===== src/rtl/rx_fifo.sv =====
// rx_fifo: receive-side frame queue behind the UART receiver.
// Stores {stop_err, parity_err, data} per frame in a circular buffer, serves
// a registered one-cycle-latency read port, tracks occupancy, flags overruns
// and optionally discards errored frames while counting them.

`ifndef DATA_WIDTH
  // uart_params.vh normally provides this; fall back to a byte when standalone.
  `define DATA_WIDTH 8
`endif

module rx_fifo #(
  parameter int  DATA_WIDTH   = `DATA_WIDTH,
  parameter int  DEPTH        = 16,
  parameter bit  DROP_ERRORED = 1'b0,
  localparam int AW           = $clog2(DEPTH)
) (
  input  logic                  RX_CLK,
  input  logic                  RX_RST_N,
  input  logic                  WR_EN,
  input  logic [DATA_WIDTH-1:0] WR_DATA,
  input  logic                  WR_PARITY_ERR,
  input  logic                  WR_STOP_ERR,
  input  logic                  RD_EN,
  output logic [DATA_WIDTH-1:0] RD_DATA,
  output logic                  RD_PARITY_ERR,
  output logic                  RD_STOP_ERR,
  output logic                  RD_VALID,
  output logic                  EMPTY,
  output logic                  FULL,
  output logic [AW:0]           COUNT,
  output logic                  OVERRUN,
  input  logic                  OVERRUN_CLR,
  output logic [7:0]            DROP_CNT
);

  localparam logic [AW:0] FULL_CNT = (AW+1)'(DEPTH);

  typedef struct packed {
    logic                  stop_err;
    logic                  parity_err;
    logic [DATA_WIDTH-1:0] data;
  } entry_t;

  entry_t         mem [DEPTH];
  logic [AW-1:0]  wp, rp;
  logic [AW:0]    count;

  logic errored, drop, rd_fire, accept, ovr_evt;

  assign COUNT = count;
  assign EMPTY = (count == '0);
  assign FULL  = (count == FULL_CNT);

  // Per-cycle event decode; a read frees a slot for a same-cycle write when full.
  always_comb begin
    errored = WR_PARITY_ERR | WR_STOP_ERR;
    drop    = WR_EN & DROP_ERRORED & errored;
    rd_fire = RD_EN & ~EMPTY;
    accept  = WR_EN & ~drop & (~FULL | rd_fire);
    ovr_evt = WR_EN & ~drop & FULL & ~rd_fire;
  end

  // Storage array; no reset needed, reads are gated by occupancy.
  always_ff @(posedge RX_CLK) begin
    if (RX_RST_N && accept)
      mem[wp] <= '{stop_err: WR_STOP_ERR, parity_err: WR_PARITY_ERR, data: WR_DATA};
  end

  // Pointers and occupancy.
  always_ff @(posedge RX_CLK) begin
    if (!RX_RST_N) begin
      wp    <= '0;
      rp    <= '0;
      count <= '0;
    end else begin
      if (accept)  wp <= wp + 1'b1;
      if (rd_fire) rp <= rp + 1'b1;
      if (accept && !rd_fire)      count <= count + 1'b1;
      else if (!accept && rd_fire) count <= count - 1'b1;
    end
  end

  // Registered read port; outputs hold when no read fires.
  always_ff @(posedge RX_CLK) begin
    if (!RX_RST_N) begin
      RD_DATA       <= '0;
      RD_PARITY_ERR <= 1'b0;
      RD_STOP_ERR   <= 1'b0;
      RD_VALID      <= 1'b0;
    end else begin
      RD_VALID <= rd_fire;
      if (rd_fire) begin
        RD_DATA       <= mem[rp].data;
        RD_PARITY_ERR <= mem[rp].parity_err;
        RD_STOP_ERR   <= mem[rp].stop_err;
      end
    end
  end

  // Sticky overrun (set beats clear) and saturating discard counter.
  always_ff @(posedge RX_CLK) begin
    if (!RX_RST_N) begin
      OVERRUN  <= 1'b0;
      DROP_CNT <= '0;
    end else begin
      if (ovr_evt)          OVERRUN <= 1'b1;
      else if (OVERRUN_CLR) OVERRUN <= 1'b0;
      if (drop && DROP_CNT != 8'hFF) DROP_CNT <= DROP_CNT + 8'd1;
    end
  end

endmodule


===== config.mk =====
export PLATFORM = sky130hd
export DESIGN_NAME = rx_fifo
export DESIGN_NICKNAME = d
export VERILOG_FILES = /design/src/rtl/rx_fifo.sv
export SDC_FILE = /design/constraint.sdc
export NUM_CORES = 1
export LEC_CHECK = 0
export CELL_PAD_IN_SITES_DETAIL_PLACEMENT = 0
export CELL_PAD_IN_SITES_GLOBAL_PLACEMENT = 1
export CORE_AREA = 2 2 176 178
export DETAILED_ROUTE_END_ITERATION = 8
export DIE_AREA = 0 0 178 180
export MAX_ROUTING_LAYER = met4
export PLACE_DENSITY_LB_ADDON = 0.2
export REMOVE_ABC_BUFFERS = 1
export SYNTH_ARGS = -nofsm -noshare
export SYNTH_HDL_FRONTEND = slang
export SYNTH_SLANG_ARGS = --single-unit

===== constraint.sdc =====
create_clock -name RX_CLK -period 4.1 [get_ports RX_CLK]
set_input_delay 0.82 -clock RX_CLK [delete_from_list [all_inputs] [get_ports RX_CLK]]
set_output_delay 0.82 -clock RX_CLK [all_outputs]
set_load 0.1 [all_outputs]

==> key figures <==
Timing
  – Timing-limited maximum frequency: about 330 MHz
  – Number of hold violations in the final report: 0
  – Minimum hold slack: 0.541 ns
  – Final setup vio count: 0
  – Number of pins exceeding their max-slew limit in the final report: 0
  – Worst Max-Slew Pin Slew: approximately 1 ns
  – Final worst clock skew: approximately 0.011 ns
  – Max-Slew Margin vs Limit: 0.334
  – Post-route setup TNS: 0 ns
  – Final period util: 0.750
  – Min Clock Period, post-route: 3.08 ns
  – Setup repair after global routing missed its margin: false

Die
  – CORE AREA: just over 30000 um^2
  – IO Pins: 42
  – Initial core utilization: 0.246
  – Die Footprint: 32000 um^2
  – Floorplan row count: 64
  – Die width: roughly 180 um
  – Die height: 180 um

Synthesis
  – Portion of netlist area occupied by mux cells: 0.115
  – Count of cell types in the netlist: 33
  – Combined area of all synthesized cells: between 7000 and 8000 um^2
  – Yosys warning total: 0
  – Synthesized-area fraction occupied by adder cells: 0.0179
  – Share of the synthesized area in compound gates (AO/OA/AOI/OAI): 0.0616
  – Number of synthesized register bits: 185
  – Post-Synth XOR/XNOR Area: 0.0106
  – Dominant combinational cell family by area after synthesis: multiplexers
  – Sequential share of the synthesized area: 0.715
  – Number of standard cells after synthesis: 469
  – Synth Area in Simple Gates: 0.0514
  – Mapped Avg Cell Area: 15.8 um^2

Route
  – Routed length per placed instance: roughly 20 um
  – Top layer reached by signal wires: met4
  – DRT met1 WL: 8.58 mm
  – Drt first-iter violations: approximately 260
  – Met3 routed WL: roughly 670 um
  – Via density per instance: roughly 4.3
  – DR pass1 iterations: 5
  – Post-route DRC violation count: 0
  – Total wirelength of the detailed-routed design: 18.1 mm
  – Count of vias placed by the detailed router: around 4000
  – Post-DRT Antenna Nets: 0
  – Metal2 WL: between 8 and 9 mm

Clocking
  – Hold_buf cts: 0
  – Post-CTS Setup Repair Bufs: 0
  – H-tree depth: 4
  – CTS-repair resized insts: 0
  – TritonCTS clock tree: yes
  – Clock insertion delay at the later pin of the skew report: between 0.4 and 0.5 ns
  – Clock slew at the register clock pins of the worst setup and hold paths: approximately 0.070 ns
  – Clock buffer count from CTS: 17
  – Max clock buf depth: 2
  – Clock root buffer master: clkbuf_16
  – # clock sinks: roughly 190

Global route
  – Final global-route overflow total: 0
  – Initial antenna violation count: 0
  – Global-route wire length before repair: between 20 and 30 mm
  – Largest net degree at the start of global routing: 44
  – Overall global routing resource usage: 0.121
  – Vias in the first global route: 4065

Layout
  – Commonest non-fill, non-tap cell in the layout: edfxtp_1
  – Area of all placed cells without fillers: between 8000 and 9000 um^2
  – Most frequent cells in the layout: 160 x edfxtp_1, 85 x mux2i_1, 40 x o22ai_1
  – Fin util: 0.295
  – Total Nets Final: 544
  – Fraction of final layout cells sized beyond drive strength 1: 0.119
  – Antenna fix cells: 0
  – Flip-flop and latch area: approximately 5300 um^2
  – Growth of design area from synthesis to finish: 19.9%
  – Number of fill cells in the layout: approximately 3000
  – Area taken by multi-input logic gates: around 1900 um^2

Critical path
  – Category of the worst setup path launch point: input port
  – Cell with the most instances on the worst path: mux2i_1
  – Worst path max stage delay: ~0.53 ns
  – Slowest-stage cell, CP: clkdlybuf4s50_1
  – Buffers and inverters on the worst path: 2
  – Cells along the critical path: clkdlybuf4s50_1 > nand2b_1 > o21a_1 > ha_1 > inv_1 > fa_1 > a21o_1 > a21oi_1 > mux2i_1 > mux2i_1
  – Data arrival time of the critical path: approximately 3.4 ns
  – Worst R2R Setup Slack: roughly 1.1 ns
  – Class of the most critical setup path: in2reg
  – Largest fanout on the critical path: 6
  – Req. time, crit path: roughly 4.5 ns
  – CP delay by family, top: compound AO/OA/AOI/OAI gates
  – Kind of capture point of the worst setup path: flop

Power and ir drop
  – Leak pwr: around 2.8 nW
  – VDD IR-drop max: approximately 0.53 mV
  – Pwr/cell area: between 500 and 600 nW/um^2

Placed design
  – DP HPWL: ~11 mm
  – Area after DPL: between 8000 and 9000 um^2
  – Port Buf Inserts: 33
  – Final estimated routing congestion in global placement: roughly 0.74

Outcome
  – Run status: finished, final reports clean

Min path
  – Path category of the worst min-delay check: reg2reg

Flow run
  – Maximum capacitance violations: 0
## stage by stage
stage	setup WS (ns)	instances	total power [W]
2_1_floorplan	0.349	444	0.00317
3_3_place_gp	0.633	896	0.00354
3_5_place_dp	0.578	896	0.00354
4_1_cts	1.03	927	0.00531
5_1_grt	0.844	927	0.00546
6_report	1.02	927	0.00525
## state kept, by name, indices dropped and copies added, names as in the netlist
name           cells
COUNT              5
OVERRUN            1
RD_DATA            8
RD_PARITY_ERR      1
RD_STOP_ERR        1
RD_VALID           1
mem              160
rp                 4
wp                 4
## cells in the mapped netlist (all sizes together)
cell type    n  area, um^2
inv          5        18.8
or4          1        11.3
fa           1        20.0
ha           9         113
a21oi       13        65.1
dfxtp       25         500
nand3b       5        37.5
or3          1        6.26
o21ai       12        60.1
xnor2        7        61.3
nand3        3        15.0
a21o         2        15.0
buf         25         164
nor4        10        62.6
or3b         4        35.0
and2         9        56.3
edfxtp     160        4800
and3         2        12.5
mux2i       85         851
nor2        21        78.8
o22ai       40         250
conb         1        3.75
clkbuf       7        26.3
o211ai       4        43.8
o21a         2        22.5
nand2b       2        12.5
nand2        6        22.5
nor2b        5        31.3
xor2         2        17.5
## cell families (layout without fill, tap and decap cells)
logic type / count (synthesis) / count (layout)
AO/OA/AOI/OAI: 73 / 73
XOR/XNOR: 9 / 9
adder cells (fa/ha/maj): 10 / 10
buffers and inverters: 37 / 92
flip-flops: 185 / 185
multiplexers: 85 / 85
other: 1 / 8
AND/OR/NAND/NOR: 69 / 69
## per-layer routing
metal,track usage,up-vias
met4,0.0361,0
met1,0.161,1994
li1,-,1890
met5,-,-
met2,0.183,77
met3,0.0294,16
## area by class of cell
| cell class | count | area share |
|---|---|---|
| clock buffer | 18 | 0.0482 |
| clock inverter | 13 | 0.0226 |
| inverter | 5 | 0.00211 |
| multi-input combinational | 254 | 0.217 |
| sequential | 185 | 0.597 |
| tap | 396 | 0.0557 |
| timing repair buffer | 56 | 0.0574 |
## report_power, final
part | switching [W] | internal [W]
Combinational | 0.000923 | 0.000341
Clock | 0.000722 | 0.00104
Sequential | 0.0000900 | 0.00213
Total | 0.00174 | 0.00351
## tightest hold or removal path: stages (launching register included)
cell,delay [ns]
dfxtp_1,0.31
o21ai_0,0.15
a21oi_1,0.04
## final timing paths
kind	from	endpoint	cells past startpoint
max reg2reg	COUNT[1]	COUNT[4]	10
min	RD_DATA[2]	RD_DATA[2]	2
max	RD_EN	COUNT[4]	10
min reg2reg	RD_DATA[2]	RD_DATA[2]	2
No activity file was read; power rests on OpenSTA's default activity.
